**src/rtl/hazard_ctrl_mp.sv**
```systemverilog
// Load-use hazard, memory-freeze and redirect controller with a pending-load scoreboard.
// Optional perf counters are built when CTRL_PERF_CNT_EN is defined.
module hazard_ctrl_mp #(
    parameter int unsigned REG_ADDR_WIDTH = 5,
    parameter int unsigned NUM_RD_PORTS   = 2,
    parameter int unsigned LOAD_LATENCY   = 1,
    parameter int unsigned CNT_WIDTH      = 32
) (
    input  logic                                   clk,
    input  logic                                   rst,
    input  logic                                   id_ex_mem_data_rd_en,
    input  logic [REG_ADDR_WIDTH-1:0]              id_ex_reg_wr_addr,
    input  logic [NUM_RD_PORTS-1:0]                if_id_rd_reg_en,
    input  logic [NUM_RD_PORTS*REG_ADDR_WIDTH-1:0] if_id_rd_reg_addr,
    input  logic                                   select_new_pc,
    input  logic                                   mem_busy,
    output logic                                   inst_rd_en,
    output logic                                   stall,
    output logic                                   freeze,
    output logic                                   general_flush,
    output logic                                   decode_flush,
    output logic [CNT_WIDTH-1:0]                   stall_cnt,
    output logic [CNT_WIDTH-1:0]                   freeze_cnt,
    output logic [CNT_WIDTH-1:0]                   flush_cnt
);

    localparam int unsigned SbDepth = (LOAD_LATENCY > 1) ? LOAD_LATENCY - 1 : 1;

    typedef enum logic {StRun, StMemWait} state_t;

    state_t state_q, state_d;
    logic   redirect_pending_q, redirect_pending_d;
    logic   stall_bubble_q;
    logic   load_hazard;
    logic   redirect;

    logic [SbDepth-1:0]                     sb_valid_q;
    logic [SbDepth-1:0][REG_ADDR_WIDTH-1:0] sb_addr_q;

    // Scoreboard of loads that have left EX but are not yet forwardable.
    generate
        if (LOAD_LATENCY > 1) begin : g_sb
            always_ff @(posedge clk or posedge rst) begin
                if (rst) begin
                    sb_valid_q <= '0;
                    sb_addr_q  <= '0;
                end else if (!mem_busy) begin
                    sb_valid_q[0] <= id_ex_mem_data_rd_en & ~stall_bubble_q;
                    sb_addr_q[0]  <= id_ex_reg_wr_addr;
                    for (int k = 1; k < SbDepth; k++) begin
                        sb_valid_q[k] <= sb_valid_q[k-1];
                        sb_addr_q[k]  <= sb_addr_q[k-1];
                    end
                end
            end
        end else begin : g_no_sb
            assign sb_valid_q = '0;
            assign sb_addr_q  = '0;
        end
    endgenerate

    // EX holds a bubble in the cycle after a stall.
    always_ff @(posedge clk or posedge rst) begin
        if (rst) begin
            stall_bubble_q <= 1'b0;
        end else if (!mem_busy) begin
            stall_bubble_q <= stall;
        end
    end

    always_comb begin
        load_hazard = 1'b0;
        for (int i = 0; i < NUM_RD_PORTS; i++) begin
            if (if_id_rd_reg_en[i]) begin
                if (id_ex_mem_data_rd_en &&
                    id_ex_reg_wr_addr == if_id_rd_reg_addr[i*REG_ADDR_WIDTH +: REG_ADDR_WIDTH]) begin
                    load_hazard = 1'b1;
                end
                for (int k = 0; k < SbDepth; k++) begin
                    if (sb_valid_q[k] &&
                        sb_addr_q[k] == if_id_rd_reg_addr[i*REG_ADDR_WIDTH +: REG_ADDR_WIDTH]) begin
                        load_hazard = 1'b1;
                    end
                end
            end
        end
    end

    always_ff @(posedge clk or posedge rst) begin
        if (rst) begin
            state_q            <= StRun;
            redirect_pending_q <= 1'b0;
        end else begin
            state_q            <= state_d;
            redirect_pending_q <= redirect_pending_d;
        end
    end

    always_comb begin
        state_d            = mem_busy ? StMemWait : StRun;
        redirect_pending_d = 1'b0;
        unique case (state_q)
            StRun:     if (mem_busy) redirect_pending_d = select_new_pc;
            StMemWait: if (mem_busy) redirect_pending_d = redirect_pending_q | select_new_pc;
            default:   redirect_pending_d = 1'b0;
        endcase
    end

    // A held redirect is replayed on the release cycle only.
    assign redirect = select_new_pc | redirect_pending_q;

    always_comb begin
        inst_rd_en    = 1'b1;
        stall         = 1'b0;
        freeze        = 1'b0;
        general_flush = 1'b0;
        decode_flush  = 1'b0;
        if (rst) begin
            inst_rd_en    = 1'b0;
            general_flush = 1'b1;
            decode_flush  = 1'b1;
        end else if (mem_busy) begin
            inst_rd_en = 1'b0;
            freeze     = 1'b1;
        end else if (redirect) begin
            general_flush = 1'b1;
            decode_flush  = 1'b1;
        end else if (load_hazard) begin
            inst_rd_en   = 1'b0;
            stall        = 1'b1;
            decode_flush = 1'b1;
        end
    end

`ifdef CTRL_PERF_CNT_EN
    always_ff @(posedge clk or posedge rst) begin
        if (rst) begin
            stall_cnt  <= '0;
            freeze_cnt <= '0;
            flush_cnt  <= '0;
        end else begin
            if (stall && stall_cnt != '1)          stall_cnt  <= stall_cnt + 1'b1;
            if (freeze && freeze_cnt != '1)        freeze_cnt <= freeze_cnt + 1'b1;
            if (general_flush && flush_cnt != '1)  flush_cnt  <= flush_cnt + 1'b1;
        end
    end
`else
    assign stall_cnt  = '0;
    assign freeze_cnt = '0;
    assign flush_cnt  = '0;
`endif

endmodule

```
**config.mk**
```make
export PLATFORM = sky130hd
export DESIGN_NAME = hazard_ctrl_mp
export DESIGN_NICKNAME = d
export VERILOG_FILES = /design/src/rtl/hazard_ctrl_mp.sv
export SDC_FILE = /design/constraint.sdc
export NUM_CORES = 1
export LEC_CHECK = 0
export ABC_AREA = 0
export CORE_ASPECT_RATIO = 1.5
export CORE_UTILIZATION = 28
export DETAILED_ROUTE_END_ITERATION = 12
export PLACE_DENSITY_LB_ADDON = 0.3
export SYNTH_ARGS = -nofsm -noshare
export SYNTH_HDL_FRONTEND = slang
export SYNTH_SLANG_ARGS = --single-unit
```
**constraint.sdc**
```tcl
create_clock -name clk -period 2.4 [get_ports clk]
set_clock_uncertainty 0.15 [all_clocks]
set_input_delay 0.6 -clock clk [delete_from_list [all_inputs] [get_ports clk]]
set_output_delay 0.6 -clock clk [all_outputs]
set_load 0.1 [all_outputs]
```
==> run metrics, run 1 <==
hold path depth 2; Period minus WS final 2399 ps; Setup CP Type in -> out; Num CTS Buffers 3; Worst Path Max Fanout 3; Critical R2R Launch redirect_pending_q$_DFF_PP0_; Worst Hold Launch state_q$_DFF_PP0_; Antenna Nets Post-Route 0; RSZ-0062 raised after global routing yes; CTS root buffer clkbuf_8; Worst VDD drop between 300 and 400 uV; CP endpoint kind output port; Hold Crit Class reg -> reg; slowest stage delay, CP roughly 240 ps; routed vias slightly above 600; status finished clean; CTS H-tree lvls 1; max cap viols 0; Layout Nets between 150 and 200; main combinational cell family by area after synthesis buffers and inverters; die height 73.70 um; Adder-Cell Fraction of Synth Area 0; setup TNS 0 ps; Initial Utilization 0.2979; # setup viols final 0; Util after Layout 0.3398; #FFs+latches synth 2; hpwl dp ~1200 um; Total Routing Usage GR 0.06357; Synth area leaders buf_4 (75%), xnor2_1 (9.1%), dfrtp_1 (5.2%); DRC Markers 0; vias in the first global route 419; cell taking the most area after synthesis buf_4; clock tree buffer depth 2; worst skew pair latency between 200 and 250 ps; RePlAce Congestion between 0.6 and 0.7; vias per cell roughly 3.0; CTS tree built; io pins 123; XOR/XNOR Fraction of Synth Area 0.09126; CP Launch Type primary input; DIE AREA 0.003670 mm^2; Post-Synth Simple-Gate Area 0.04563; leakage power figure between 0.6 and 0.7 nW; Crit. Startpoint id_ex_reg_wr_addr[2]; YS warnings 0; share of the synthesized area in the top cell type 0.7510; wire length per cell approximately 6.4 um; P&R area growth vs syn 14.08%; Peak Freq approximately 420 MHz; Die W between 40 and 50 um; drt first-iter violations 0; Mapped Area approximately 960 um^2; sequential fraction of the synthesis area 0.05215; Core ar. around 0.0032 mm^2; Hold Buf Count CTS 0; post-synthesis mux area share 0; WP data required 1650 ps; Slowest cell on crit path a311oi_4; compound-cell area share of the yosys netlist 0.04824; share of cells above drive strength 1 0.2642; Cell Chain, Critical Path buf_8 > xnor2_2 > nand4_1 > o22ai_2 > buf_4 > a311oi_4 > buf_12; average cell area after synthesis ~7.7 um^2; Sinks on Clock Net 2; Post-Syn Instances 125; grt total ovfl 0; power per cell area between 800 and 900 mW/mm^2; final WL ~1300 um; ant diodes 0; R2R depth 2; FP Rows 25; Synth cell types 14; clock slew at reported path FFs approximately 30 ps; Filler Cell Count 347; Critical Path AT 1650 ps; drt first pass iters 1; first-pass GRT wire length about 1700 um; Worst Hold Slack 344.2 ps; Fin. Hold Viols 0; Slew Viols, Final 0; IO buf count 26; largest net degree at the start of global routing 6; initial antenna violation count 0; Final Cycle Share 0.9996
==> registers in the layout (all words and copies together), names as in the netlist <==
register and cells:
state_q 1, redirect_pending_q 1
==> metal layers <==
| metal | up-vias | share of wire | track usage | routed length [um] |
|---|---|---|---|---|
| li1 | 265 | - | - | - |
| met1 | 253 | 0.23 | 0.04054 | 296 |
| met2 | 85 | 0.55 | 0.1336 | 701 |
| met3 | 2 | 0.20 | 0.03727 | 262 |
| met4 | 0 | 0.016 | 0.02857 | 20 |
| met5 | - | 0 | 0 | 0 |
==> final cells by class <==
| class | count | area [um^2] | share of cell area |
|---|---|---|---|
| tap | 40 | 50.05 | 0.04571 |
| timing repair buffer | 32 | 340.3 | 0.3109 |
| sequential | 2 | 50.05 | 0.04571 |
| clock buffer | 3 | 41.29 | 0.03771 |
| multi-input combinational | 120 | 605.6 | 0.5531 |
| inverter | 2 | 7.507 | 0.006857 |
==> cell usage after synthesis, drive strengths merged <==
cell type	instances
conb	1
dfrtp	2
inv	2
nor2	4
o22ai	1
a21oi	1
nand4	2
a31o	1
and4	1
buf	96
nand2	2
o21ai	1
a311oi	1
xnor2	10
==> timing repair <==
| action | 4_1_cts | 5_1_grt |
|---|---|---|
| setup endpoints to repair | 5 | 3 |
| resized for setup | 79 | 7 |
| buffers inserted | 0 | 0 |
| pin swaps | 15 | 11 |
==> cell usage in the layout (no fill, tap or decap), drive strengths merged, types with 2 or more instances in the layout <==
cell,count
nand2,2
nand4,2
dlygate4sd2,5
conb,96
clkbuf,4
dfrtp,2
xnor2,10
nor2,4
buf,25
inv,2
==> logic make-up after synthesis <==
| logic type | after synthesis |
|---|---|
| AOI/OAI and AO/OA | 5 |
| xor gates and xnor gates | 10 |
| buffers and inverters | 98 |
| DFF | 2 |
| other | 1 |
| and+or+nand+nor | 9 |
==> critical path: cells and delay by family <==
family / cells / cell delay (ps)
buf+inv: 3 / 460
compound gates: 2 / 340
xor+xnor: 1 / 120
simple gates: 1 / 110
==> stage by stage <==
stage / total power, mW / area, um^2 / setup slack (ps) / instances
finish: 0.9624 / 1095 / 0.9389 / 199
global route: 0.9826 / 1095 / -39.21 / 199
CTS: 0.9595 / 1074 / -68.85 / 199
detailed placement: 0.8210 / 1027 / -424.4 / 196
global placement: 0.8206 / 1027 / -434.3 / 196
floorplan: 0.8690 / 1343 / -170.5 / 220
==> power breakdown <==
group | internal [mW] | switching, mW | total, mW
Sequential | 0.0359 | 0.000842 | 0.0367
Clock | 0.106 | 0.0300 | 0.136
Combinational | 0.0705 | 0.719 | 0.789
Total | 0.213 | 0.750 | 0.962
==> path summary, 6_finish.rpt <==
| path | to | slack [ps] |
|---|---|---|
| max in group asynchronous | redirect_pending_q$_DFF_PP0_ | 1570 |
| worst max-delay path | inst_rd_en | 0.9 |
| min in group asynchronous | state_q$_DFF_PP0_ | 440 |
| worst min-delay path | redirect_pending_q$_DFF_PP0_ | 340 |
| worst max register to register | redirect_pending_q$_DFF_PP0_ | 1540 |
| worst min register to register | redirect_pending_q$_DFF_PP0_ | 340 |
No activity file was read; power rests on OpenSTA's default activity.
==> inputs of run 2 (changes only) <==
--- a/config.mk
+++ b/config.mk
@@ -7,8 +7,10 @@
 export LEC_CHECK = 0
 export ABC_AREA = 0
 export CORE_ASPECT_RATIO = 1.5
+export CORE_MARGIN = 10
 export CORE_UTILIZATION = 28
 export DETAILED_ROUTE_END_ITERATION = 12
+export MAX_ROUTING_LAYER = met4
 export PLACE_DENSITY_LB_ADDON = 0.3
 export SYNTH_ARGS = -nofsm -noshare
 export SYNTH_HDL_FRONTEND = slang
==> run metrics, run 2 (synthesis gave the netlist of run 1 again) <==
Final Cycle Share 1.002; CP Launch Type primary input; multi-input combinational cell area 646.9 um^2; status complete, but fails checks; clock slew at reported path FFs 30 ps; Final Worst Setup Slack -4.252 ps; CP top delay family buffers and inverters; Worst VDD drop 340.4 uV; Fin. Hold Viols 0; vias per cell about 3; Critical R2R Launch redirect_pending_q$_DFF_PP0_; RSZ-0062 raised after global routing yes; WP data required 1650 ps; # setup viols final 1; vias in the first global route roughly 660; final instance area approximately 0.0012 mm^2; DP Area slightly above 0.001 mm^2; Worst R2R Setup Slack between 1500 and 2000 ps; io pins roughly 120; CP bufs+invs 3; Peak Freq between 400 and 500 MHz; Period minus WS final between 2000 and 2500 ps; violated checks negative setup slack; most frequent cells in the layout conb_1 (96), buf_6 (9), xnor2_2 (8); Worst Hold Launch state_q$_DFF_PP0_; die height ~92 um; Total Routing Usage GR 0.06117; CTS tree built; Filler Cell Count about 370; FP Rows 26; Cell Chain, Critical Path buf_8 > xnor2_4 > nand4_1 > o22ai_2 > buf_4 > a311oi_4 > buf_12; Slowest cell on crit path a311oi_4; Layout Nets approximately 180; Worst Path Max Fanout 3; placed insts around 200; postcts setup bufs 0; commonest non-fill, non-tap cell in the layout conb_1; clock tree buffer depth 2; Core ar. approximately 0.0034 mm^2; leakage power figure between 0.6 and 0.7 nW; share of cells above drive strength 1 0.2875; Die W about 68 um; Storage cell area 50.05 um^2; Initial Utilization 0.2864; Slew Viols, Final 0; CTS root buffer clkbuf_8; P&R area growth vs syn 20.47%; DRC Markers 0; Hold Crit Class reg -> reg; largest net degree at the start of global routing 6; ant diodes 0; drt first pass iters 2; CTS H-tree lvls 1; Num CTS Buffers 3; hold path depth 2; R2R depth 2; hpwl dp 2252 um; grt total ovfl 0; worst r2r dst redirect_pending_q$_DFF_PP0_; max cap viols 0; RePlAce Congestion 0.6879; Hold EP redirect_pending_q$_DFF_PP0_; biggest regs redirect_pending_q x1, state_q x1; Setup CP Type in -> out; final WL between 2000 and 2500 um; wire length per cell roughly 12 um; Antenna Nets Post-Route 0; Sinks on Clock Net 2; IO buf count 26; Critical Path AT approximately 1700 ps; worst skew pair latency 210 ps; slowest stage delay, CP around 240 ps; routed vias 590; first-pass GRT wire length between 2000 and 3000 um; power per cell area between 800 and 900 mW/mm^2; initial antenna violation count 0; final non-filler cell total 202; DIE AREA about 0.0062 mm^2; CP endpoint kind output port; drt first-iter violations 8
run 2: cell types whose count changed in the layout (fill, tap and decap cells not counted), sizes merged:
cell	change
dlymetal6s2s	-1
buf	+1
clkdlybuf4s50	+1
run 2: worst min-delay path, cell delays in order (launching register included):
cell,delay (ps)
dfrtp_1,310
a21oi_1,60
nor2_1,70
run 2: metrics by stage:
step | setup TNS (ps) | hold slack, ps | total power [mW] | utilization | worst slack [ps]
6_report | -4.252 | 339.6 | 0.9770 | 0.3450 | -4.252
5_1_grt | -85.17 | 365.3 | 1.002 | 0.3450 | -60.66
4_1_cts | -65.49 | 346.6 | 0.9635 | 0.3294 | -65.49
3_5_place_dp | -1403 | 337.9 | 0.8228 | 0.3096 | -434.4
3_3_place_gp | -1434 | 329.3 | 0.8231 | 0.3096 | -434.2
2_1_floorplan | -341.6 | 222.0 | 0.8690 | - | -170.5
run 2: power by group:
group | internal (mW) | switching [mW]
logic | 0.0798 | 0.730
registers | 0.0359 | 0.000909
clock network | 0.106 | 0.0248
total | 0.222 | 0.755
run 2: final cells by class:
class / instances / share of cell area
Timing Repair Buffer: 33 / 0.3095
Sequential cell: 2 / 0.04329
Tap cell: 42 / 0.04545
Multi-Input combinational cell: 120 / 0.5595
Clock buffer: 3 / 0.03571
Inverter: 2 / 0.006493
run 2: metal layers:
metal	part of all wire	GRT usage	routed length (um)	vias to the layer above
met1	0.33	0.06281	776	240
li1	-	-	-	266
met2	0.43	0.09984	1015	84
met3	0.24	0.03167	568	0
met5	0	-	0	-
met4	0	0.01515	0	0
run 2: timing repair:
| action | 4_1_cts | 5_1_grt |
|---|---|---|
| pin swaps | 17 | 13 |
| resized for setup | 78 | 10 |
| setup endpoints to repair | 5 | 3 |
| hold buffers | 0 | 0 |
| cloned | 0 | 0 |
run 2: worst max path at each step:
| stage | cells after the start | startpoint | slack, ps | to |
|---|---|---|---|---|
| 2_1_floorplan | 3 | select_new_pc | -170 | decode_flush |
| 3_5_place_dp | 6 | id_ex_reg_wr_addr[1] | -430 | stall |
| 5_1_grt | 7 | if_id_rd_reg_addr[6] | -60 | inst_rd_en |
| 6_report | 7 | if_id_rd_reg_addr[6] | -4 | inst_rd_en |
| 4_1_cts | 7 | if_id_rd_reg_addr[6] | -70 | inst_rd_en |
| 3_3_place_gp | 6 | id_ex_reg_wr_addr[1] | -430 | stall |
==> inputs of run 3 (changes only) <==
--- a/config.mk
+++ b/config.mk
@@ -5,10 +5,10 @@
 export SDC_FILE = /design/constraint.sdc
 export NUM_CORES = 1
 export LEC_CHECK = 0
-export ABC_AREA = 0
+export ABC_AREA = 1
 export CORE_ASPECT_RATIO = 1.5
 export CORE_MARGIN = 10
-export CORE_UTILIZATION = 28
+export CORE_UTILIZATION = 30
 export DETAILED_ROUTE_END_ITERATION = 12
 export MAX_ROUTING_LAYER = met4
 export PLACE_DENSITY_LB_ADDON = 0.3
==> run metrics, run 3 <==
Cell Chain, Critical Path clkdlybuf4s50_1 > inv_1 > o21ai_4 > inv_1 > nand2_2 > buf_12; Period minus WS final around 2400 ps; RePlAce Congestion ~0.72; Layout Nets ~220; Fin. Hold Viols 0; Core ar. around 0.0034 mm^2; worst skew pair latency between 200 and 250 ps; grt total ovfl 0; Synth Flop Type dfrtp_1; vias per cell 3.008; share of cells above drive strength 1 0.2778; max cap viols 0; Slew Viols, Final 0; DRC Markers 0; wire length per cell 10.41 um; status finished clean; CP bufs+invs 4; P&R area growth vs syn 6.383%; Synth area leaders buf_4 (68%), nand2_1 (10%), inv_1 (6.0%); Initial Utilization 0.3099; Die W around 70 um; largest net degree at the start of global routing 5; Slowest cell on crit path clkdlybuf4s50_1; setup TNS 0 ps; commonest non-fill, non-tap cell in the layout conb_1; Util after Layout 0.3297; Worst R2R Setup Slack between 1500 and 2000 ps; Setup CP Type in -> out; IO buf count 26; Synth cell types 13; #FFs+latches synth 2; final WL 2499 um; leakage power figure 0.7327 nW; Peak Freq 423.4 MHz; final non-filler cell total 240; Mapped Area 0.001059 mm^2; slowest stage delay, CP about 530 ps; CTS root buffer clkbuf_8; cell with the most instances after synthesis buf_4; io pins 123; cell mode on critical path inv_1; # setup viols final 0; cell taking the most area after synthesis buf_4; vias in the first global route ~800; FP Rows 26; initial antenna violation count 0; first-pass GRT wire length approximately 3200 um; Num CTS Buffers 3; worst r2r dst redirect_pending_q$_DFF_PP0_; Post-Syn Instances 168; Hold Crit Class reg -> reg; R2R depth 2; Worst VDD drop between 300 and 400 uV; ant diodes 0; Antenna Nets Post-Route 0; WP data required 1650 ps; Post-synth EDFFs 0; postcts setup bufs 0; Hold EP redirect_pending_q$_DFF_PP0_; most frequent cells in the layout conb_1 (96), nand2_1 (20), inv_1 (12); clock tree buffer depth 2; DIE AREA roughly 0.0064 mm^2; drt first pass iters 2; Sinks on Clock Net 2; Pwr Total 0.9623 mW; CP endpoint kind output port; Final Cycle Share 0.9842; average cell area after synthesis 6.301 um^2; Critical R2R Launch redirect_pending_q$_DFF_PP0_; CP Launch Type primary input; DP Area roughly 0.0011 mm^2; drt first-iter violations 9; routed vias slightly above 700; Total Routing Usage GR 0.06668; Critical Path AT roughly 1600 ps; Worst Path Max Fanout 3; YS warnings 0; CTS tree built; clock slew at reported path FFs ~30 ps; hold path depth 2; sequential fraction of the synthesis area 0.04728; power per cell area 854.6 mW/mm^2; placed insts between 200 and 250; Worst Hold Launch state_q$_DFF_PP0_; CTS H-tree lvls 1; final instance area approximately 0.0011 mm^2; async set-reset flop share out of synthesis 1.000; biggest regs redirect_pending_q x1, state_q x1; top post-synthesis cells by count buf_4 (96), nand2_1 (29), inv_1 (17); Filler Cell Count 400; CP top delay family buffers and inverters; Hold Buf Count CTS 0; share of the synthesized area in the top cell type 0.6809; hpwl dp approximately 2400 um; die height around 90 um
[run 3: cell types whose count changed after synthesis, moves of 2 or more]
cell	delta
nand2_1	+27
nor2_1	+6
nand4_1	-2
xnor2_1	-10
nand2_2	+2
inv_2	+2
nand3_1	+3
inv_1	+15
nor2_2	+3
[run 3: repair_timing]
item                                   4_1_cts  5_1_grt
setup endpoints to repair                    3        3
gates resized for setup                     36       38
pin swaps                                   19       16
endpoints found under the hold margin        0        0
[run 3: worst register-to-register path, cell delays in order, from the launching register on]
cell and delay, ps:
dfrtp_1 390, a21oi_1 160, nor2_1 50
[run 3: how the worst max path moves through the flow]
stage / startpoint / end / slack [ps] / cells after the start
after floorplan: select_new_pc / decode_flush / -80 / 4
after global placement: id_ex_reg_wr_addr[2] / stall / -300 / 10
after detailed placement: id_ex_reg_wr_addr[2] / stall / -300 / 10
after CTS: id_ex_reg_wr_addr[3] / stall / 4 / 10
after global routing: id_ex_reg_wr_addr[2] / stall / -10 / 10
final: rst / decode_flush / 40 / 6
[run 3: final cells by class]
type,instances,area [um^2],share of cell area
repair buffers,28,259.0,0.2300
flip-flops and latches,2,50.05,0.04444
multi-input cells,146,651.9,0.5789
inverters,19,71.32,0.06333
clock buffers,3,41.29,0.03667
well taps,42,52.55,0.04667
[run 3: cells by family after synthesis]
kind of cell	count (synthesis)	synth area share
simple gates	48	0.1915
other cells	1	0.003543
flops	2	0.04728
compound gates	2	0.009447
buf+inv	115	0.7482
[run 3: where the power goes]
| part | switching (mW) | total (mW) | internal (mW) |
|---|---|---|---|
| logic | 0.735 | 0.789 | 0.0534 |
| clock network | 0.0300 | 0.136 | 0.106 |
| registers | 0.00130 | 0.0372 | 0.0359 |
| total | 0.767 | 0.962 | 0.196 |
[run 3: layer usage]
metal	vias to the layer above	global-route usage	wire, um
met5	-	-	0
met4	0	0.03030	31
met3	4	0.02051	365
met2	68	0.1188	1308
met1	290	0.06143	793
li1	360	-	-
[run 3: metrics by stage]
step / hold slack [ps] / setup slack, ps
floorplan: 222.0 / -78.24
global placement: 318.4 / -299.8
detailed placement: 330.1 / -299.8
CTS: 333.9 / 4.365
global route: 371.5 / -13.70
finish: 335.7 / 38.00
